### src/rtl/dmem_access_ctrl.sv
// dmem_access_ctrl
// Data-memory port sequencer for the M stage of the 5-stage RISC-V pipeline.
// Converts an M-stage load/store into a req/ack transaction on a
// variable-latency bus and stalls the pipeline until the access completes.
//
// Ports:
//   i_clk, i_rst_n        clock (rising edge), asynchronous active-low reset
//   i_mem_en_M/i_mem_wr_M  M-stage memory op valid / store (1) or load (0)
//   i_slt_sl_M            size/sign select (pipeline encoding)
//   i_addr_M, i_wdata_M   byte address and store data
//   i_flush_M             kill the M-stage instruction
//   o_bus_req/we/sel/addr/wdata   registered bus request side
//   i_bus_ack/err/rdata   bus completion, error (valid with ack), read data
//   o_stall_M             combinational stall to the hazard unit
//   o_rdata_M             registered load data for the W-stage mux
//   o_fault_M             one-cycle fault pulse in the completion cycle
//
// Optional feature: define DMEM_TIMEOUT_EN to abort a request that sees no
// ack within TIMEOUT_CYCLES cycles. Without it REQ waits for ack forever.

module dmem_access_ctrl #(
    parameter int unsigned TIMEOUT_CYCLES = 255,
    parameter int unsigned CNT_W          = 8
) (
    input  logic        i_clk,
    input  logic        i_rst_n,
    input  logic        i_mem_en_M,
    input  logic        i_mem_wr_M,
    input  logic [2:0]  i_slt_sl_M,
    input  logic [31:0] i_addr_M,
    input  logic [31:0] i_wdata_M,
    input  logic        i_flush_M,
    output logic        o_bus_req,
    output logic        o_bus_we,
    output logic [2:0]  o_bus_sel,
    output logic [31:0] o_bus_addr,
    output logic [31:0] o_bus_wdata,
    input  logic        i_bus_ack,
    input  logic        i_bus_err,
    input  logic [31:0] i_bus_rdata,
    output logic        o_stall_M,
    output logic [31:0] o_rdata_M,
    output logic        o_fault_M
);

    typedef enum logic [1:0] {
        StIdle,
        StReq,
        StDone
    } state_e;

    state_e state_q;
    // Set by a flush seen while the transaction is in flight; suppresses the fault.
    logic   kill_q;

`ifdef DMEM_TIMEOUT_EN
    logic [CNT_W-1:0] cnt_q;
    logic             timeout;

    // Fires on the cycle the counter would reach TIMEOUT_CYCLES, so the request
    // is held for exactly TIMEOUT_CYCLES cycles.
    assign timeout = (cnt_q == CNT_W'(TIMEOUT_CYCLES - 1));
`else
    logic unused_cfg;
    assign unused_cfg = (CNT_W == 0) ^ (TIMEOUT_CYCLES == 0);
`endif

    assign o_stall_M = i_rst_n &&
                       (((state_q == StIdle) && i_mem_en_M && !i_flush_M) ||
                        (state_q == StReq));

    always_ff @(posedge i_clk or negedge i_rst_n) begin
        if (!i_rst_n) begin
            state_q     <= StIdle;
            kill_q      <= 1'b0;
            o_bus_req   <= 1'b0;
            o_bus_we    <= 1'b0;
            o_bus_sel   <= 3'b000;
            o_bus_addr  <= 32'h0;
            o_bus_wdata <= 32'h0;
            o_rdata_M   <= 32'h0;
            o_fault_M   <= 1'b0;
`ifdef DMEM_TIMEOUT_EN
            cnt_q       <= '0;
`endif
        end else begin
            unique case (state_q)
                StIdle: begin
                    o_fault_M <= 1'b0;
                    if (i_mem_en_M && !i_flush_M) begin
                        o_bus_addr  <= i_addr_M;
                        o_bus_wdata <= i_wdata_M;
                        o_bus_we    <= i_mem_wr_M;
                        o_bus_sel   <= i_slt_sl_M;
                        o_bus_req   <= 1'b1;
                        kill_q      <= 1'b0;
                        state_q     <= StReq;
`ifdef DMEM_TIMEOUT_EN
                        cnt_q       <= '0;
`endif
                    end
                end
                StReq: begin
                    if (i_flush_M) begin
                        kill_q <= 1'b1;
                    end
`ifdef DMEM_TIMEOUT_EN
                    if (cnt_q != '1) begin
                        cnt_q <= cnt_q + 1'b1;
                    end
`endif
                    if (i_bus_ack) begin
                        o_bus_req <= 1'b0;
                        state_q   <= StDone;
                        o_fault_M <= i_bus_err && !kill_q && !i_flush_M;
                        if (!o_bus_we) begin
                            o_rdata_M <= i_bus_rdata;
                        end
                    end
`ifdef DMEM_TIMEOUT_EN
                    else if (timeout) begin
                        o_bus_req <= 1'b0;
                        state_q   <= StDone;
                        o_fault_M <= !kill_q && !i_flush_M;
                    end
`endif
                end
                StDone: begin
                    o_fault_M <= 1'b0;
                    state_q   <= StIdle;
                end
                default: begin
                    o_bus_req <= 1'b0;
                    o_fault_M <= 1'b0;
                    state_q   <= StIdle;
                end
            endcase
        end
    end

endmodule
### config.mk
export PLATFORM = sky130hd
export DESIGN_NAME = dmem_access_ctrl
export DESIGN_NICKNAME = d
export VERILOG_FILES = /design/src/rtl/dmem_access_ctrl.sv
export SDC_FILE = /design/constraint.sdc
export NUM_CORES = 1
export LEC_CHECK = 0
export ABC_CLOCK_PERIOD_IN_PS = 3800
export CAP_MARGIN = 15
export CORE_MARGIN = 2
export CORE_UTILIZATION = 44
export CTS_CLUSTER_DIAMETER = 60
export DETAILED_ROUTE_END_ITERATION = 10
export PLACE_DENSITY = 0.95
export SLEW_MARGIN = 10
export SYNTH_ARGS = -nofsm -noshare
export SYNTH_HDL_FRONTEND = slang
export SYNTH_SLANG_ARGS = --single-unit
### constraint.sdc
create_clock -name i_clk -period 3.8 [get_ports i_clk]
set_input_delay 0.76 -clock i_clk [delete_from_list [all_inputs] [get_ports i_clk]]
set_output_delay 0.76 -clock i_clk [all_outputs]
set_load 0.03 [all_outputs]
# Yosys cells after proc, flatten, opt, wreduce, memory -nomap -nowiden
# Index checks and enable logic that the tools add are counted.
op_classes:
  n_eq_ne: 5
  n_mux: 11
  bitwise: 2
  reduce_logical: 16
ops:
  columns: ["cell", "n"]
  rows:
  - ["AND reduction 3 bit", 3]
  - ["logical AND 1 bit", 6]
  - ["2-to-1 mux 1 bit", 6]
  - ["2-to-1 mux 2 bit", 2]
  - ["inequality test 2 bit (second input constant)", 2]
  - ["case mux 2 bit (2 select lines)", 1]
  - ["AND reduction 2 bit", 2]
  - ["case mux 1 bit (3 select lines)", 1]
  - ["== test 2 x 1 -> 1 bit (second input constant)", 1]
  - ["== test 2 bit (second input constant)", 1]
  - ["zero test 1 bit", 2]
  - ["zero test 2 bit", 1]
  - ["inequality test 2 x 1 -> 1 bit (second input constant)", 1]
  - ["NOT 1 bit", 2]
  - ["case mux 1 bit (2 select lines)", 1]
  - ["nonzero test 2 bit", 1]
  - ["logical OR 1 bit", 1]
word_totals:
  regBits: 105
  inputBits: 106
  out_inout_bits: 103
  word_cells: 43

# Depth between registers and ports, before layout
depth:
  ltp_word: 5
  mapped_depth: 4
  ltp_nobuf: 2

# Worst setup path after synthesis
# No wires, ideal clock.
synth_path:
  path_kind: "in2out"
  from: "input i_flush_M"
  to: "output o_stall_M"
  arrival_time_ns: 1.639
  t_required_ns: 3.040
  path_slack_ns: 1.401
  path_stages: 4
  path_buffers: 2
  path_cell_list: "nor4b_2 buf_6 buf_12 o21a_1"
synth_via:
  elab_chain_cells: 4
synth_rtl:
  columns: ["item", "line_no", "text"]
  rows:
  - ["start, declared", "32", "input logic i_flush_M,"]
  - ["zero test 1 bit", "69", "(((state_q == StIdle) && i_mem_en_M && !i_flush_M) ||"]
  - ["logical AND 1 bit", "69", null]
  - ["logical OR 1 bit", "69", null]
  - ["logical AND 1 bit", "68", "assign o_stall_M = i_rst_n &&"]
  - ["end, declared", "41", "output logic o_stall_M,"]
# No other way between the ends.

# Final worst setup path
# Same ends and word-level chain as after synthesis.

==> parameters.txt <==
Parameter                              Value

Outcome
  Status    completed

Floorplanning
  Die area    10600 um2
  Core Rows    36
  Starting density of the core    44.7%
  I/O pin total    209
  Horizontal die dimension    103 um
  Die height    slightly above 100 um
  Core Area    between 9000 and 10000 um2

Synthesis
  Synthesized flop and latch total    105
  Syn_area_per_cell    18.7 um2
  Syn_nets    337
  Synth warnings    0
  Post-synth design cell area    4310 um2
  Post-synthesis sequential area ratio    61.0%
  Post-synth cell types    20
  Number of standard cells after synthesis    231

Setup path
  Combined buffer and inverter count along the critical path    2
  Crit-path max FO    3
  Type of element capturing the critical path    primary output
  Largest incremental delay on the critical path    670 ps
  Crit path kind    input pin to primary output
  Crit path top cell by count    clkdlybuf4s50_1
  Type of element launching the critical path    input pin
  Req. time, crit path    roughly 3000 ps
  Top cell family by delay on the critical path    buffers and inverters
  Crit path cell chain    clkdlybuf4s50_1 -> nor4b_4 -> o21a_1 -> clkdlybuf4s50_1
  Slowest stage cell, crit path    clkdlybuf4s50_1
  Worst reg-to-reg setup slack    1930 ps
  Arrival time at the worst endpoint    around 2400 ps

STA
  Final critical delay including setup and external delays    3130 ps
  Setup repair after global routing missed its margin    false
  Actual transition at the worst max-transition pin    656 ps
  Worst hold slack    511 ps
  Slew Viols, Final    0
  Peak Freq    320 MHz
  Setup Skew    between 10 and 15 ps
  Tightest slew margin relative to the limit    56.2%
  Fin Setup TNS    0 ps
  Finish-stage setup viols    0
  Worst path setup slack after routing    670 ps
  Post-route clock period utilization    82.4%
  Final-report hold violation count    0

Clock tree
  CTS tree    yes
  Longest Clk Path Bufs    2
  Clock slew at reported path FFs    ~80 ps
  Later-pin clock latency in the skew report    360 ps
  Total CTS buffers    9
  Root buffer cell    clkbuf_8
  Post-cts hold buffer count    0
  Post-CTS setup repair buffer count    0
  Post-CTS Resized    0
  Clock H-tree levels    3
  Clk sink count    105

Drt
  Detail Route Antenna Nets    0
  Number of design-rule violations left by the first detailed-router iteration    44
  Count of unresolved DRC violations after routing    0
  Pre-Repair DR Iteration Count    3
  Post-DR wirelength/cell    17.3 um
  Total vias in the final route    2708
  Drt total wl    ~10000 um
  Drt via density    4.67

Finish
  Multi-input gate area in the final layout    1500 um2
  NumNets Final    548
  Area growth from synthesis to layout    53.4%
  Final antenna diode count    0
  Fraction of final layout cells sized beyond drive strength 1    27.1%
  Total non-filler cell area in the finished layout    6610 um2
  Number of filler instances in the final layout    699
  Seq. cell area    about 2600 um2

Placed design
  Cell area after placement    6420 um2
  Final weighted congestion in routability-driven placement    0.728
  HPWL after detailed placement    7490 um
  Port-buffer cells    approximately 210
  Setup slack at placement    672 ps

GRT
  Antenna violations before repair    0
  Maximum number of pins on one net before global-route repair    72
  Total track usage    18.7%
  First-pass GRT wire length    roughly 15000 um
  Congestion Overflow GR    0
  Via count of the first global-routing pass    just under 3000

Run
  Reported max-cap violation count    0

Power
  Tot Pwr    4.65 mW
  IR Drop Worst-Case VDD    0.000348 V
  Pwr Density    703 nW/um2
  Leak Pwr    2.84 nW

Min path
  Hold/Removal Path Class    flip-flop to flip-flop
## metrics by stage
| step | std cells | utilization (%) |
|---|---|---|
| 6_report | 580 | 68.6 |
| 5_1_grt | 580 | 68.6 |
| 4_1_cts | 580 | 68.6 |
| 3_5_place_dp | 564 | 66.6 |
| 3_3_place_gp | 564 | 66.6 |
| 2_1_floorplan | 231 | - |
## where the power goes
part | switching (mW) | total, mW | leakage (nW) | internal, mW
clock network | 0.348 | 0.657 | 0.102 | 0.309
logic | 1.14 | 2.27 | 1.49 | 1.14
registers | 0.220 | 1.72 | 1.25 | 1.50
total | 1.70 | 4.65 | 2.84 | 2.94
## layout make-up
class	instances	area share, %
Clock buffer	14	2.76
Tap cell	133	2.52
Inverter	1	0.0568
Clock inverter	2	0.151
Multi-Input combinational cell	113	22.6
Timing Repair Buffer	212	32.1
Sequential cell	105	39.8
## worst paths after layout
path                               start        endpoint  cells past startpoint
setup / recovery               i_flush_M       o_stall_M                      4
hold / removal             o_rdata_M[23]   o_rdata_M[23]                      1
setup reg to reg              state_q[0]   o_bus_addr[5]                      3
hold reg to reg            o_rdata_M[23]   o_rdata_M[23]                      1
max in group asynchronous        i_rst_n   o_rdata_M[27]                      3
min in group asynchronous        i_rst_n  o_bus_addr[17]                      2
## synth_stat cells
cell type / instances / share of area (%)
o21ai_0: 1 / 0.12
o21bai_1: 1 / 0.17
buf_12: 7 / 3.3
or2b_1: 1 / 0.17
o2bb2ai_1: 1 / 0.20
dfrtp_1: 105 / 61
a21oi_1: 1 / 0.12
a21o_1: 1 / 0.17
nand4bb_1: 1 / 0.26
nor4b_2: 1 / 0.35
and4bb_1: 1 / 0.29
inv_1: 1 / 0.087
nor2b_1: 1 / 0.15
nand2b_1: 1 / 0.15
mux2_4: 68 / 24
mux2_2: 32 / 8.4
buf_6: 4 / 1.0
o21a_1: 1 / 0.17
clkbuf_2: 1 / 0.12
and2_1: 1 / 0.15
## cells by family (layout without fill, tap and decap cells)
family | after synthesis | after routing | synth area share, %
buffers and inverters | 13 | 229 | 4.50
AO/OA/AOI/OAI | 6 | 6 | 0.958
AND/OR/NAND/NOR | 7 | 7 | 1.51
multiplexers | 100 | 100 | 32.1
flip-flops | 105 | 105 | 61.0
## registers in the layout, summed over array words and instances, names as in the netlist, 2 cells and up
signal       count
o_bus_addr      32
o_bus_sel        3
o_bus_wdata     32
o_rdata_M       32
state_q          2
## worst register-to-register path, stage by stage (launching register included)
cell,delay (ps)
dfrtp_1,460
nor4b_4,390
buf_12,420
mux2_2,510
## placed cells by master, fill, tap and decap left out, drive strengths merged
master and n:
and2 1, clkdlybuf4s50 207, o21a 1, a21o 1, o21ai 1, clkinv 2
buf 5, dfrtp 105, o21bai 1, or2b 1, nor4b 1, nand4bb 1
inv 1, a21oi 1, nand2b 1, o2bb2ai 1, and4bb 1, clkbuf 14
mux2 100, nor2b 1
## routing by layer
layer / vias to the layer above / wire length, um / part of all wire (%) / track usage (%)
met5: - / 0 / 0 / 0
met3: 16 / 740 / 7.4 / 4.34
li1: 1233 / - / - / -
met4: 0 / 222 / 2.2 / 8.81
met2: 119 / 5280 / 53 / 32.9
met1: 1340 / 3800 / 38 / 21.5
Power figures use the tool's default switching activity.
